**src/rtl/uart_tx_periph_pkg.sv**
```systemverilog
// uart_tx_periph_pkg
//   Shared definitions for the memory-mapped UART transmitter:
//   default register addresses, status-word bit positions, transmit FSM
//   state encoding and small helper functions.
//   Optional feature macro: UART_TX_PARITY_EN (adds the PARITY state).
package uart_tx_periph_pkg;

    localparam logic [31:0] UART_TX_ADDR   = 32'h0000_0054;
    localparam logic [31:0] UART_STAT_ADDR = 32'h0000_0058;

    localparam int UART_BUSY_IDX  = 0;
    localparam int UART_EMPTY_IDX = 1;
    localparam int UART_FULL_IDX  = 2;
    localparam int UART_OVF_IDX   = 3;

    typedef enum logic [2:0] {
        UTX_IDLE  = 3'd0,
        UTX_START = 3'd1,
        UTX_DATA  = 3'd2,
`ifdef UART_TX_PARITY_EN
        UTX_PAR   = 3'd3,
`endif
        UTX_STOP  = 3'd4
    } utx_state_e;

    // Even parity: the bit that makes the total number of ones even.
    function automatic logic even_parity(input logic [7:0] b);
        return ^b;
    endfunction

    // Packs the status flags into the software-visible word; upper bits read 0.
    function automatic logic [31:0] status_word(input logic busy_v,
                                                input logic empty_v,
                                                input logic full_v,
                                                input logic ovf_v);
        logic [31:0] w;
        w                 = 32'h0000_0000;
        w[UART_BUSY_IDX]  = busy_v;
        w[UART_EMPTY_IDX] = empty_v;
        w[UART_FULL_IDX]  = full_v;
        w[UART_OVF_IDX]   = ovf_v;
        return w;
    endfunction

endpackage

```
**src/rtl/uart_tx_periph_sync_fifo.sv**
```systemverilog
// sync_fifo
//   Single-clock FIFO, WIDTH bits wide and DEPTH entries deep (power of two,
//   at least 2). Pointers wrap naturally; the occupancy count is one bit wider
//   than the pointers so full and empty never alias. A push on a full FIFO is
//   accepted only when a pop happens in the same cycle.
// Ports:
//   clk, rst     clock, synchronous active-high reset (empties the FIFO)
//   push, din    write strobe and data
//   pop          read strobe (ignored while empty)
//   head         oldest entry, valid while !empty
//   full, empty  occupancy flags, registered-state derived
module sync_fifo #(
    parameter int WIDTH = 8,
    parameter int DEPTH = 8
) (
    input  logic             clk,
    input  logic             rst,
    input  logic             push,
    input  logic             pop,
    input  logic [WIDTH-1:0] din,
    output logic [WIDTH-1:0] head,
    output logic             full,
    output logic             empty
);
    localparam int            AW       = $clog2(DEPTH);
    localparam logic [AW-1:0] PTR_ONE  = AW'(1);
    localparam logic [AW-1:0] PTR_ZERO = AW'(0);
    localparam logic [AW:0]   CNT_ONE  = (AW + 1)'(1);
    localparam logic [AW:0]   CNT_ZERO = (AW + 1)'(0);
    localparam logic [AW:0]   CNT_FULL = (AW + 1)'(DEPTH);

    logic [WIDTH-1:0] mem_r [DEPTH];
    logic [AW-1:0]    wr_ptr_r;
    logic [AW-1:0]    rd_ptr_r;
    logic [AW:0]      count_r;
    logic             wr_en_s;
    logic             rd_en_s;

    assign full    = (count_r == CNT_FULL);
    assign empty   = (count_r == CNT_ZERO);
    assign head    = mem_r[rd_ptr_r];
    assign rd_en_s = pop && !empty;
    assign wr_en_s = push && (!full || rd_en_s);

    // Storage array: holds data only, so it needs no reset.
    always_ff @(posedge clk) begin
        if (wr_en_s) begin
            mem_r[wr_ptr_r] <= din;
        end
    end

    // Pointer and occupancy tracking.
    always_ff @(posedge clk) begin
        if (rst) begin
            wr_ptr_r <= PTR_ZERO;
            rd_ptr_r <= PTR_ZERO;
            count_r  <= CNT_ZERO;
        end else begin
            if (wr_en_s) begin
                wr_ptr_r <= wr_ptr_r + PTR_ONE;
            end
            if (rd_en_s) begin
                rd_ptr_r <= rd_ptr_r + PTR_ONE;
            end
            case ({wr_en_s, rd_en_s})
                2'b10:   count_r <= count_r + CNT_ONE;
                2'b01:   count_r <= count_r - CNT_ONE;
                default: count_r <= count_r;
            endcase
        end
    end

endmodule

```
**src/rtl/uart_tx_periph.sv**
```systemverilog
// uart_tx_periph
//   Memory-mapped UART transmitter. Byte stores to TX_ADDR are queued in a
//   FIFO_DEPTH-entry FIFO and serialised LSB first on tx with one start and
//   one stop bit, CLK_DIV clocks per bit. A store to STAT_ADDR with data[0]=1
//   clears the sticky overflow flag.
//   Optional feature macro: UART_TX_PARITY_EN inserts an even-parity bit
//   between the last data bit and the stop bit.
// Ports:
//   clk, rst   clock, synchronous active-high reset
//   address    data-bus byte address
//   data       store data (low byte)
//   write      one-cycle store strobe
//   rd_data    status word {28'b0, overflow, full, empty, busy} at STAT_ADDR, else 0
//   tx         serial output, idle high
//   busy       FIFO non-empty or a frame in progress
module uart_tx_periph
    import uart_tx_periph_pkg::*;
#(
    parameter int          CLK_DIV    = 434,
    parameter int          FIFO_DEPTH = 8,
    parameter logic [31:0] TX_ADDR    = UART_TX_ADDR,
    parameter logic [31:0] STAT_ADDR  = UART_STAT_ADDR
) (
    input  logic        clk,
    input  logic        rst,
    input  logic [31:0] address,
    input  logic [7:0]  data,
    input  logic        write,
    output logic [31:0] rd_data,
    output logic        tx,
    output logic        busy
);
    localparam logic [15:0] BAUD_LOAD = 16'(CLK_DIV - 1);
    localparam logic [2:0]  LAST_BIT  = 3'd7;

    logic        tx_wr_s;
    logic        stat_wr_s;
    logic        pop_s;
    logic [7:0]  head_s;
    logic        full_s;
    logic        empty_s;
    logic        busy_s;
    logic        baud_done_s;

    utx_state_e  state_r;
    utx_state_e  state_nxt_s;
    logic [15:0] baud_r;
    logic [15:0] baud_nxt_s;
    logic [2:0]  bit_idx_r;
    logic [2:0]  bit_idx_nxt_s;
    logic [7:0]  shift_r;
    logic [7:0]  shift_nxt_s;
    logic        tx_r;
    logic        tx_nxt_s;
    logic        overflow_r;
`ifdef UART_TX_PARITY_EN
    logic        parity_r;
    logic        parity_nxt_s;
`endif

    assign tx_wr_s     = write && (address == TX_ADDR);
    assign stat_wr_s   = write && (address == STAT_ADDR);
    assign baud_done_s = (baud_r == 16'd0);
    assign busy_s      = !empty_s || (state_r != UTX_IDLE);

    assign busy    = busy_s;
    assign tx      = tx_r;
    assign rd_data = (address == STAT_ADDR) ?
                     status_word(busy_s, empty_s, full_s, overflow_r) : 32'h0000_0000;

    sync_fifo #(
        .WIDTH (8),
        .DEPTH (FIFO_DEPTH)
    ) u_fifo (
        .clk   (clk),
        .rst   (rst),
        .push  (tx_wr_s),
        .pop   (pop_s),
        .din   (data),
        .head  (head_s),
        .full  (full_s),
        .empty (empty_s)
    );

    // Sticky overflow: a dropped push sets it, software clears it; set wins.
    always_ff @(posedge clk) begin
        if (rst) begin
            overflow_r <= 1'b0;
        end else if (tx_wr_s && full_s && !pop_s) begin
            overflow_r <= 1'b1;
        end else if (stat_wr_s && data[0]) begin
            overflow_r <= 1'b0;
        end else begin
            overflow_r <= overflow_r;
        end
    end

    // Transmit FSM, baud counter, shift register and registered tx pin.
    always_ff @(posedge clk) begin
        if (rst) begin
            state_r   <= UTX_IDLE;
            baud_r    <= 16'd0;
            bit_idx_r <= 3'd0;
            shift_r   <= 8'h00;
            tx_r      <= 1'b1;
`ifdef UART_TX_PARITY_EN
            parity_r  <= 1'b0;
`endif
        end else begin
            state_r   <= state_nxt_s;
            baud_r    <= baud_nxt_s;
            bit_idx_r <= bit_idx_nxt_s;
            shift_r   <= shift_nxt_s;
            tx_r      <= tx_nxt_s;
`ifdef UART_TX_PARITY_EN
            parity_r  <= parity_nxt_s;
`endif
        end
    end

    // Next-state logic; tx is computed from the next state so the pin is a flop.
    always_comb begin
        state_nxt_s   = state_r;
        baud_nxt_s    = baud_r;
        bit_idx_nxt_s = bit_idx_r;
        shift_nxt_s   = shift_r;
        pop_s         = 1'b0;
        tx_nxt_s      = 1'b1;
`ifdef UART_TX_PARITY_EN
        parity_nxt_s  = parity_r;
`endif

        case (state_r)
            UTX_IDLE: begin
                // Only registered FIFO state is seen, so a fresh push waits one cycle.
                if (!empty_s) begin
                    pop_s         = 1'b1;
                    shift_nxt_s   = head_s;
                    bit_idx_nxt_s = 3'd0;
                    baud_nxt_s    = BAUD_LOAD;
                    state_nxt_s   = UTX_START;
`ifdef UART_TX_PARITY_EN
                    parity_nxt_s  = even_parity(head_s);
`endif
                end else begin
                    state_nxt_s = UTX_IDLE;
                end
            end
            UTX_START: begin
                if (baud_done_s) begin
                    baud_nxt_s  = BAUD_LOAD;
                    state_nxt_s = UTX_DATA;
                end else begin
                    baud_nxt_s = baud_r - 16'd1;
                end
            end
            UTX_DATA: begin
                if (baud_done_s) begin
                    baud_nxt_s = BAUD_LOAD;
                    if (bit_idx_r == LAST_BIT) begin
                        bit_idx_nxt_s = 3'd0;
`ifdef UART_TX_PARITY_EN
                        state_nxt_s   = UTX_PAR;
`else
                        state_nxt_s   = UTX_STOP;
`endif
                    end else begin
                        bit_idx_nxt_s = bit_idx_r + 3'd1;
                        shift_nxt_s   = {1'b0, shift_r[7:1]};
                    end
                end else begin
                    baud_nxt_s = baud_r - 16'd1;
                end
            end
`ifdef UART_TX_PARITY_EN
            UTX_PAR: begin
                if (baud_done_s) begin
                    baud_nxt_s  = BAUD_LOAD;
                    state_nxt_s = UTX_STOP;
                end else begin
                    baud_nxt_s = baud_r - 16'd1;
                end
            end
`endif
            UTX_STOP: begin
                if (baud_done_s) begin
                    baud_nxt_s  = 16'd0;
                    state_nxt_s = UTX_IDLE;
                end else begin
                    baud_nxt_s = baud_r - 16'd1;
                end
            end
            default: begin
                baud_nxt_s    = 16'd0;
                bit_idx_nxt_s = 3'd0;
                state_nxt_s   = UTX_IDLE;
            end
        endcase

        case (state_nxt_s)
            UTX_START: tx_nxt_s = 1'b0;
            UTX_DATA:  tx_nxt_s = shift_nxt_s[0];
`ifdef UART_TX_PARITY_EN
            UTX_PAR:   tx_nxt_s = parity_nxt_s;
`endif
            default:   tx_nxt_s = 1'b1;
        endcase
    end

endmodule

```
**config.mk**
```make
export PLATFORM = sky130hd
export DESIGN_NAME = uart_tx_periph
export DESIGN_NICKNAME = d
export VERILOG_FILES = /design/src/rtl/uart_tx_periph_pkg.sv /design/src/rtl/uart_tx_periph_sync_fifo.sv /design/src/rtl/uart_tx_periph.sv
export SDC_FILE = /design/constraint.sdc
export NUM_CORES = 1
export LEC_CHECK = 0
export CAP_MARGIN = 20
export CORE_MARGIN = 2
export CORE_UTILIZATION = 50
export CTS_CLUSTER_SIZE = 25
export DETAILED_ROUTE_END_ITERATION = 8
export GPL_TIMING_DRIVEN = 0
export PLACE_DENSITY = 0.73
export SETUP_SLACK_MARGIN = 0.5
export SLEW_MARGIN = 40
export SYNTH_ARGS = -nofsm -noshare
export SYNTH_HDL_FRONTEND = slang
export SYNTH_SLANG_ARGS = --single-unit
```
**constraint.sdc**
```tcl
create_clock -name clk -period 7.9 [get_ports clk]
set_clock_uncertainty 0.15 [all_clocks]
set_input_delay 1.58 -clock clk [delete_from_list [all_inputs] [get_ports clk]]
set_output_delay 1.58 -clock clk [all_outputs]
set_load 0.01 [all_outputs]
```
==> impl_metrics.tcl, run 1 <==
set metrics [dict create \
    gp_congestion 0.791 \
    slew_headroom 0.496 \
    ant_nets 0 \
    ys.flop_type "edfxtp_1" \
    grt_start_max_net_pins 21 \
    clk_pin_slew_worst_paths_ps 100 \
    rows 37 \
    fin_crit_sh 0.738 \
    io_pins 77 \
    start_util 0.507 \
    synth_edf_count 64 \
    routed.top_layer "met4" \
    grt_pass1_vias 3382 \
    vdd_drop_max_mv 0.180 \
    io_buffers 48 \
    wl_met1_um 4190 \
    rsz0062_at_grt "no" \
    synth.area.top_cells "edfxtp_1 (37%), dfxtp_1 (17%), mux4_2 (7.0%)" \
    cts_buffer_depth 2 \
    synth_cells 418 \
    synth.top_cell.area_share 0.372 \
    dieWidth_um 106 \
    overflow 0 \
    cp-end-kind "output port" \
    grt_first_pass_wirelength_um 16200 \
    seq_area_frac_synth 0.547 \
    ys_ff_latch 109 \
    power_density_nw_per_um2 300 \
    cp_max_fo 5 \
    critical_path_class "in2out" \
    setup-tns-final_ps 0 \
    worstSetupStartpointType "input port" \
    syn_to_final_growth_pct 19.0 \
    wl_met3_um 415 \
    n_antenna_cell 0 \
    met2_length_um 5110 \
    drc_errors 0 \
    drive_gt1_frac 0.204 \
    ys_top_cells_by_count "edfxtp_1 (64), nor2_1 (53), dfxtp_1 (45), buf_4 (29), nand2_1 (21)" \
    yosys.area.top_type "edfxtp_1" \
    post_synth.cell_area_avg_um2 12.4 \
    core-area_um2 10200 \
    dieArea_um2 11200 \
    post_cts_buffers 0 \
    layout_setup_ws_ps 2070 \
    max_freq_mhz 171 \
    firstDrtPassIters 4 \
    antenna_found_initial 0 \
    cp.arrival_ps 4100 \
    outcome "finished, final reports clean" \
    slew_viol_final 0 \
    hold_buffers 0 \
    htree_levels 3 \
    wl_um 9830 \
    vias 3328 \
    routedWlPerCell_um 15.2 \
    cts_buffers 9 \
    dp_slack_ps 2120 \
    tightest_slew_ps 753 \
    synth_cell_types 64 \
    async_reset_ff_frac 0 \
    required_ps 6170 \
    fp.dieH_um 106 \
    cts_tree "done" \
    cts-root-buf "clkbuf_8" \
    final_hold_viol_count 0 \
    period_minus_slack_ps 5830 \
    yosys.cell_count.top_type "edfxtp_1" \
    synth_area_um2 5160 \
    final-setup-viol-count 0 \
    cap_violations 0 \
    hpwlAfterDp_um 7240 \
    cts.sinks 109 \
    insertion_delay_ps 380 \
    p_leak_uw 0.00217 \
    dr.first_iter.drc_count 107 \
    hold_class "reg2reg" \
    yosys_warnings 0 \
    reg2reg_slack_ps 5140 \
    nets 556 \
    cts_resized 0 \
    fillerInstances 839 \
    vias_per_cell 5.16 \
    grt_usage 0.187 \
]
==> area by class of cell <==
class                      instances  area, µm²  share of cell area
multi-input combinational        280       2140               0.349
clock buffer                      10        138              0.0224
sequential                       109       2820               0.459
tap                              136        170              0.0277
buffer                            43        282              0.0458
timing repair buffer              48        480              0.0782
inverter                          13       48.8             0.00794
clock inverter                     6       61.3             0.00997
==> critical path: stages <==
cell and delay [ps]:
clkdlybuf4s50_1 400, nor4_1 430, nand4_1 330, or4b_1 680
nor2_1 150, clkdlybuf4s50_1 550
==> registers in the layout (all words and copies together) (netlist names), named ones only <==
name             cells
baud_r              16
u_fifo.count_r       4
tx                   1
bit_idx_r            3
state_r              3
overflow_r           1
u_fifo.rd_ptr_r      3
u_fifo.wr_ptr_r      3
shift_r              8
u_fifo.mem_r        64
==> layout by cell type, fill, tap and decap left out, types with 12 or more instances in the layout <==
cell | Yosys | routed
a21oi_1 | 13 | 13
dfxtp_1 | 45 | 45
clkdlybuf4s50_1 | 0 | 48
buf_4 | 29 | 29
edfxtp_1 | 64 | 64
mux4_2 | 16 | 16
nor4_1 | 12 | 12
nand2_1 | 21 | 21
conb_1 | 1 | 28
nor2_1 | 53 | 47
==> worst paths after layout <==
check                                                    start                             end  cells after the start
worst max register to register  u_fifo.count_r[0]$_SDFFE_PP0P_  u_fifo.count_r[3]$_SDFFE_PP0P_                      9
worst max-delay path                                address[1]                      rd_data[2]                      6
worst min register to register       bit_idx_r[1]$_SDFFE_PP0P_       bit_idx_r[1]$_SDFFE_PP0P_                      2
worst min-delay path                 bit_idx_r[1]$_SDFFE_PP0P_       bit_idx_r[1]$_SDFFE_PP0P_                      2
==> power breakdown <==
part | switching [µW] | total (µW) | internal, µW | leakage [µW]
logic | 428 | 783 | 354 | 0.00113
clock network | 198 | 330 | 132 | 0.0000986
registers | 66.4 | 734 | 668 | 0.000943
==> kinds of logic after synthesis <==
family	Yosys count	share of synthesized area
mux	29	0.0957
flops	109	0.547
xor+xnor	18	0.0305
compound gates	45	0.0620
fa+ha+maj	10	0.0252
buf+inv	56	0.0640
other cells	1	0.000726
simple gates	150	0.175
==> per-stage QoR <==
step / std cells / utilization / power (µW) / instance area [µm²] / hold slack, ps
6_report: 645 / 0.604 / 1850 / 6150 / 308
3_3_place_gp: 629 / 0.581 / 1500 / 5920 / 293
4_1_cts: 645 / 0.601 / 1860 / 6130 / 313
2_1_floorplan: 445 / - / 1350 / 5270 / 276
3_5_place_dp: 629 / 0.582 / 1530 / 5930 / 299
5_1_grt: 645 / 0.604 / 1970 / 6150 / 338
==> routing by layer <==
layer  GRT usage  up-vias
met5           0        -
li1            -     1664
met1       0.224     1582
met2       0.334       71
met3      0.0414       11
met4      0.0592        0
No activity file was read; power rests on OpenSTA's default activity.
==> run 2: changes to the inputs <==
==> constraint.sdc (replaced) <==
create_clock -name clk -period 5.47 [get_ports clk]
set_clock_uncertainty 0.15 [all_clocks]
set_input_delay 1.094 -clock clk [delete_from_list [all_inputs] [get_ports clk]]
set_output_delay 1.094 -clock clk [all_outputs]
set_load 0.01 [all_outputs]
==> run 2 against run 1 <==
  * Hold slack about the same
  * Sequential share of layout area down 0.10 points
  * Die area unchanged
  * Core utilization up 0.14 points
  * Design area up 0.22%
  * Count of clock-buffer cells in the layout unchanged
  * Register-to-register slack worse by 2400 ps
  * Largest cell class unchanged
==> impl_metrics.tcl, run 2 (synthesized netlist as in run 1, its figures left out) <==
set metrics [dict create \
    r2r-start "u_fifo.count_r[0]$_SDFFE_PP0P_" \
    critical-path-slowest-cell "or4b_1" \
    dieArea_um2 11200 \
    path_cells "clkdlybuf4s50_1, nor4_1, nand4_1, or4b_1, nor2_1, clkdlybuf4s50_1" \
    gp_congestion 0.791 \
    outcome "finished, final reports clean" \
    cts_buffer_depth 2 \
    tightest_slew_ps 755 \
    final_common_cell "edfxtp_1" \
    io_buffers 48 \
    drive_gt1_frac 0.208 \
    cp_num_cells 6 \
    critical_path_class "in2out" \
    worstSetupStartpointType "input port" \
    slew_viol_final 0 \
    cts-root-buf "clkbuf_8" \
    n_antenna_cell 0 \
    grt_start_max_net_pins 21 \
    cp-end-kind "output port" \
    fin_crit_sh 0.853 \
    htree_levels 3 \
    dieWidth_um 106 \
    top_regs "u_fifo.mem_r: 64 flops, baud_r: 16 flops, shift_r: 8 flops" \
    cts_tree "done" \
    final_hold_viol_count 0 \
    routedWlPerCell_um 15.3 \
    final_cells 646 \
    cp.arrival_ps 3420 \
    grt_first_pass_wirelength_um 16200 \
    rr_endpoint "u_fifo.count_r[3]$_SDFFE_PP0P_" \
    cts.sinks 109 \
    dp.cells 629 \
    grt_usage 0.187 \
    hold-path-cell-count 2 \
    setup-tns-final_ps 0 \
    required_ps 4230 \
    hpwlAfterDp_um 7240 \
    core-area_um2 10200 \
    vdd_drop_max_mv 0.259 \
    io_pins 77 \
    rsz0062_at_grt "no" \
    final-setup-viol-count 0 \
    top_register "u_fifo.mem_r" \
    path_common_cell "clkdlybuf4s50_1" \
    power_density_nw_per_um2 433 \
    slew_headroom 0.494 \
    grt_pass1_vias 3382 \
    clk_pin_slew_worst_paths_ps 100 \
    reg2reg_slack_ps 2710 \
    cp_num_buf_inv 2 \
    fp.dieH_um 106 \
    firstDrtPassIters 4 \
    antenna_found_initial 0 \
    hold_ws_ps 309 \
    vias_per_cell 5.15 \
    nets 557 \
    syn_to_final_growth_pct 19.3 \
    period_minus_slack_ps 4670 \
    rows 37 \
    insertion_delay_ps 380 \
    hold_class "reg2reg" \
    r2r_cells 9 \
    min_to "bit_idx_r[1]$_SDFFE_PP0P_" \
    p_leak_uw 0.00217 \
    max_freq_mhz 214 \
    largest_register_ffs 64 \
    start_util 0.507 \
    vias 3328 \
    wl_um 9870 \
    cts_buffers 9 \
    drc_errors 0 \
    cp_slowest_stage_delay_ps 630 \
    critPathTopFamily "simple AND/OR/NAND/NOR gates" \
    cap_violations 0 \
    ant_nets 0 \
    cp_max_fo 5 \
    worstHoldStart "bit_idx_r[1]$_SDFFE_PP0P_" \
    dp_slack_ps 659 \
    hold_buffers 0 \
    layout_setup_ws_ps 803 \
    post-route-util 0.605 \
    final_cell_mix "edfxtp_1 (64), clkdlybuf4s50_1 (48), nor2_1 (47), dfxtp_1 (45), buf_4 (30)" \
    dr.first_iter.drc_count 105 \
    overflow 0 \
]
## run 2: changes by cell type in the layout (fill, tap and decap cells not counted)
cell / previous run / this run
buf_4: 29 / 30
nor4_2: 1 / 2
nor4_1: 12 / 11
## run 2: worst min-delay path, stage by stage, from the launching register on
cell     delay, ps
dfxtp_1        320
nand2_1         50
a21oi_1         50
## run 2: routing by layer
metal	part of all wire	routed length [µm]	GRT usage
met5	0	0	0
met4	0.012	121	0.0592
met3	0.038	373	0.0414
met2	0.52	5170	0.334
met1	0.43	4210	0.224
## run 2: area by class of cell
cell class	instances	area (µm²)
Fill cell	835	4020
Clock inverter	6	61.3
Inverter	13	48.8
Buffer	43	282
Timing Repair Buffer	49	488
Multi-Input combinational cell	280	2150
Tap cell	136	170
Clock buffer	10	138
Sequential cell	109	2820
## run 2: power breakdown
group / switching [µW] / internal [µW] / leakage [µW]
Clock: 286 / 190 / 0.0000986
Combinational: 619 / 512 / 0.00113
Sequential: 95.9 / 965 / 0.000943
Total: 1000 / 1670 / 0.00217
## run 2: through the flow
stage	cell area (µm²)	power [µW]
2_1_floorplan	5270	1950
3_3_place_gp	5920	2170
3_5_place_dp	5930	2210
4_1_cts	6130	2680
5_1_grt	6160	2850
6_report	6160	2670
## run 2: how the worst max path moves through the flow
| stage | start | endpoint |
|---|---|---|
| 2_1_floorplan | address[13] | rd_data[0] |
| 3_3_place_gp | address[1] | rd_data[2] |
| 3_5_place_dp | address[1] | rd_data[2] |
| 4_1_cts | address[1] | rd_data[2] |
| 5_1_grt | address[9] | rd_data[3] |
| 6_report | address[1] | rd_data[2] |
## run 2: repair_timing
item / 4_1_cts / 5_1_grt
endpoints found under the hold margin: 0 / 0
setup endpoints to repair: 0 / 4
setup buffers: 0 / 1
gates resized for setup: 0 / 1
==> run 3: changes to the inputs <==
--- a/config.mk
+++ b/config.mk
@@ -10,8 +10,8 @@
 export CORE_UTILIZATION = 50
 export CTS_CLUSTER_SIZE = 25
 export DETAILED_ROUTE_END_ITERATION = 8
-export GPL_TIMING_DRIVEN = 0
 export PLACE_DENSITY = 0.73
+export RECOVER_POWER = 25
 export SETUP_SLACK_MARGIN = 0.5
 export SLEW_MARGIN = 40
 export SYNTH_ARGS = -nofsm -noshare
==> run 3 against run 2 <==
  * Design area is 4.6% lower
  * Sequential cell count is the same
  * Wire length fell by 4.6%
  * Largest cell class unchanged
==> impl_metrics.tcl, run 3 (synthesized netlist as in run 1, its figures left out) <==
set metrics [dict create \
    critPathTopFamily "simple AND/OR/NAND/NOR gates" \
    tightest_slew_ps 748 \
    power_switching_share 0.372 \
    final-setup-viol-count 0 \
    io_buffers 48 \
    required_ps 4230 \
    nets 516 \
    max_freq_mhz 212 \
    r2r-start "u_fifo.count_r[0]$_SDFFE_PP0P_" \
    cts_resized 0 \
    p_leak_uw 0.00200 \
    setup-tns-final_ps 0 \
    vias_per_cell 5.37 \
    path_common_cell "clkdlybuf4s50_1" \
    worstHoldStart "bit_idx_r[1]$_SDFFE_PP0P_" \
    cts_buffer_depth 2 \
    insertion_delay_ps 370 \
    cts-root-buf "clkbuf_8" \
    top_regs "u_fifo.mem_r: 64 flops, baud_r: 16 flops, shift_r: 8 flops" \
    ant_nets 0 \
    grt_pass1_vias 3178 \
    syn_to_final_growth_pct 13.8 \
    grt_first_pass_wirelength_um 15600 \
    hold_ws_ps 319 \
    cts_tree "done" \
    clk_pin_slew_worst_paths_ps 90 \
    wl_um 9420 \
    fp.dieH_um 106 \
    routedWlPerCell_um 15.6 \
    fin_crit_sh 0.860 \
    hpwlAfterDp_um 6770 \
    cp-end-kind "output port" \
    hold_buffers 0 \
    crit_start "address[13]" \
    n_antenna_cell 0 \
    final_hold_viol_count 0 \
    cp_num_buf_inv 2 \
    hold_class "reg2reg" \
    final_common_cell "edfxtp_1" \
    cp_max_fo 5 \
    top_register "u_fifo.mem_r" \
    largest_register_ffs 64 \
    critical_path_class "in2out" \
    overflow 0 \
    p_comb_frac 0.388 \
    cts.sinks 109 \
    dieWidth_um 106 \
    dieArea_um2 11200 \
    p_switching_uw 980 \
    gp_congestion 0.772 \
    drive_gt1_frac 0.154 \
    cts_buffers 9 \
    drc_errors 0 \
    post_cts_buffers 0 \
    fillerInstances 823 \
    p_int_uw 1650 \
    vdd_drop_max_mv 0.229 \
    firstDrtPassIters 4 \
    final_cell_mix "edfxtp_1 (64), nor2_1 (47), dfxtp_1 (44), clkdlybuf4s50_1 (42), conb_1 (28)" \
    grt_start_max_net_pins 24 \
    htree_levels 3 \
    slew_viol_final 0 \
    grt_usage 0.180 \
    path_cells "clkdlybuf4s50_1, nor4_1, nand4_1, or4b_1, nor2_1, clkdlybuf4s50_1" \
    cap_violations 0 \
    cp_slowest_stage_delay_ps 630 \
    pwr-share-seq 0.421 \
    fin_total_pwr_uw 2630 \
    outcome "finished, final reports clean" \
    start_util 0.507 \
    clockPowerShare 0.191 \
    worstSetupStartpointType "input port" \
    antenna_found_initial 0 \
    period_minus_slack_ps 4710 \
    dr.first_iter.drc_count 145 \
    power_density_nw_per_um2 448 \
    io_pins 77 \
    rsz0062_at_grt "no" \
    vias 3246 \
    core-area_um2 10200 \
    critical-path-slowest-cell "or4b_1" \
    cp.arrival_ps 3460 \
    rows 37 \
    slew_headroom 0.500 \
]
run 3: path summary, 6_finish.rpt:
kind / depth (start not counted) / slack [ps] / endpoint
worst max-delay path: 6 / 760 / rd_data[0]
worst min-delay path: 2 / 320 / bit_idx_r[1]$_SDFFE_PP0P_
worst max register to register: 8 / 2610 / u_fifo.count_r[3]$_SDFFE_PP0P_
worst min register to register: 2 / 320 / bit_idx_r[1]$_SDFFE_PP0P_
run 3: worst register-to-register path, stage by stage, from the launching register on:
cell and delay [ps]:
dfxtp_1 380, or4_1 720, nand2_1 210, nor2_1 100, ha_1 290, a21o_1 180, a21o_1 180, a31oi_1 200
mux2_2 350
run 3: metrics by stage:
step / area [µm²] / std cells / utilization / worst slack, ps
global placement: 5660 / 589 / 0.556 / 823
finish: 5880 / 605 / 0.577 / 764
floorplan: 5270 / 445 / - / 1820
detailed placement: 5670 / 589 / 0.557 / 773
global route: 5880 / 605 / 0.577 / 608
CTS: 5870 / 605 / 0.577 / 770
run 3: layout make-up:
cell class / instances / area [µm²] / area share
multi-input cells: 280 / 2130 / 0.362
well taps: 136 / 170 / 0.0289
repair buffers: 51 / 503 / 0.0856
clock inverters: 7 / 80.1 / 0.0136
flip-flops and latches: 109 / 2820 / 0.480
clock buffers: 9 / 124 / 0.0211
inverters: 13 / 48.8 / 0.00830
run 3: metal layers:
layer	up-vias	wire [µm]	GRT usage	share of wire
li1	1587	-	-	-
met1	1583	4050	0.214	0.43
met2	65	4950	0.325	0.53
met4	0	109	0.0592	0.012
met5	-	0	0	0
met3	11	315	0.0371	0.033
run 3: power by group through the flow:
| stage | Clock [µW] | Combinational, µW | Sequential [µW] |
|---|---|---|---|
| finish | 502 | 1020 | 1110 |
| global route | 545 | 1140 | 1130 |
| CTS | 513 | 1030 | 1110 |
| detailed placement | 0 | 1020 | 1130 |
| global placement | 0 | 993 | 1120 |
| floorplan | 0 | 896 | 1060 |
==> RTL edit: new RTL, flow settings as in run 3 <==
Compare `count_r` against `CNT_FULL` with >= in place of ==.
--- a/src/rtl/uart_tx_periph_sync_fifo.sv
+++ b/src/rtl/uart_tx_periph_sync_fifo.sv
@@ -38,3 +38,3 @@
 
-    assign full    = (count_r == CNT_FULL);
+    assign full    = (count_r >= CNT_FULL);
     assign empty   = (count_r == CNT_ZERO);
Check against the original RTL: same outputs for any inputs over 10 cycles, from zero or initial values and one cycle with rst high; that may be too few to reach the edited logic, so the function may still have changed.
==> RTL edit against run 3 <==
  * Final area fell by 2.1%
  * Area after synthesis fell by 2.0%
  * Critical path depth is the same
  * Wire length increased by 2.0%
  * Setup slack better by 0.53 ns
  * Sequential cell count is the same
  * Maximum frequency rose by 13%
  * Highest routed layer unchanged
Power is not compared: it rests on default switching activity, and its combinational part moved more than twofold at a synthesized area within 25%.
==> RTL edit: results (changes against run 3) <==
* Layout cells sized above 1 at 10.95% (-4.4 points)
* Placer congestion estimate at 0.7619 (-1.2%)
* CTS buffer count at 9 (unchanged)
* Clock Pin Slew Worst Setup and Hold Paths at 0.10 ns
* Xor-xnor portion of the synthesized cell area at 3.114% (+0.062 points)
* Critical path data arrival time at 2.93 ns (-0.53 ns)
* Top cells by area, synth: edfxtp_1, dfxtp_1, mux4_2, buf_4, nor2_1
* Antenna violations before repair at 0 (unchanged)
* Avg Vias per Cell at 5.423 (+1.1%)
* Least-Margin Pin Slew at 0.8154 ns (+0.06708 ns)
* Crit. Startpoint: address[9]
* Via count at 3,297 (+1.6%)
* RR Startpoint: state_r[0]
* Final WL at 9.607 mm (+2.0%)
* Dpl ws at 1.284 ns (+0.5112 ns)
* DRT iter0 DRCs at 123 (-15%)
* Layout Nets at 522 (+1.2%)
* Clock Latency Late Sink at 0.37 ns (about the same)
* FF-to-FF path depth at 11 (+3)
* Port Buffers at 48 (unchanged)
* Mean post-synth cell area at 11.86 sq um (-4.1%)
* Biggest regs: u_fifo.mem_r: 64 flops, baud_r: 16 flops, shift_r: 8 flops
* DP Area at 0.005552 sq mm (-2.1%)
* Final HPWL DP at 6.780 mm (+0.13%)
* Largest net degree at the start of global routing at 21 (-13%)
* Crit path max fanout at 4 (-1)
* Tot GR Track Use at 18.12% (+0.11 points)
* Post-synth top cells: edfxtp_1, nor2_1, dfxtp_1
* Area share of fa/ha/maj cells after synthesis at 2.224% (-0.29 points)
* Complex-gate fraction of the synthesized area at 7.612% (+1.4 points)
* Hold Path Depth at 2 (unchanged)
* DRT Pass-1 Iters at 4 (unchanged)
* P_int at 1.109 mW
* Post_cts resized at 0 (unchanged)
* CTS H-tree lvls at 3 (unchanged)
* Placed cell count at 592 (+0.51%)
* Outcome: finished, final reports clean
* Vias in the first global route at 3,166 (-0.38%)
* Slowest cell on crit path: clkdlybuf4s50_1
* # fillers at 852 (+3.5%)
* Critical Path Max Stage Delay at 0.55 ns (-0.08 ns)
* Async SR Flop Fraction at 0% (unchanged)
* Synth warn at 0 (unchanged)
* Worst Hold Class: reg -> reg
* First-pass GRT wire length at 15.54 mm (-0.40%)
* EDFF count, synth at 64 (unchanged)
* Post-synth cell types at 55 (-14%)
* Drt drc at 0 (unchanged)
* Postcts setup bufs at 0 (unchanged)
* Leak at 1.914 nW
* Worst hold path startpoint: shift_r[0]
* Maximum vdd drop at 0.0002733 V
* Root Driver: clkbuf_8
* Seq/Total Area, Yosys at 55.76% (+1.1 points)
* Post-synthesis mux area share at 9.343% (-0.23 points)
* Die Area at 0.01095 sq mm (-1.9%)
* Max clock buf depth at 2 (unchanged)
==> RTL edit: per-layer routing <==
metal	track usage (%)	share of wire (%)
met1	21.26	42
met2	32.26	53
met3	4.367	3.1
met4	6.571	1.8
met5	0	0
==> RTL edit: cells by family after synthesis <==
group                    after synthesis
XOR/XNOR                              18
multiplexers                          27
buffers and inverters                 54
adder cells (fa/ha/maj)                9
flip-flops                           109
AND/OR/NAND/NOR                      150
other                                  1
AO/OA/AOI/OAI                         59
==> RTL edit: final cells by class <==
cell class                      count  area, sq um  area share (%)
Sequential cell                   109         2824           49.08
Multi-Input combinational cell    291         2051           35.64
Timing Repair Buffer               49        488.0           8.480
Tap cell                          133        166.4           2.892
Clock buffer                        9        123.9           2.153
Clock inverter                      7        63.81           1.109
Inverter                           10        37.54          0.6523
==> RTL edit: path summary, 6_finish.rpt <==
check | end | slack, ns
setup / recovery | rd_data[0] | 1.29
hold / removal | shift_r[0] | 0.30
setup reg to reg | u_fifo.count_r[2] | 2.41
hold reg to reg | shift_r[0] | 0.30
==> RTL edit: worst max-delay path, delay by kind of cell <==
family	cells	cell delay (ns)
AND/OR/NAND/NOR	4	0.87
buffers and inverters	2	0.97
==> RTL edit: power groups by stage <==
stage | logic (mW) | clock network [mW] | registers (mW)
after detailed placement | 0.153 | 0 | 0.898
after CTS | 0.153 | 0.472 | 0.879
after global placement | 0.149 | 0 | 0.898
after floorplan | 0.118 | 0 | 0.896
after global routing | 0.169 | 0.498 | 0.881
final | 0.151 | 0.460 | 0.879
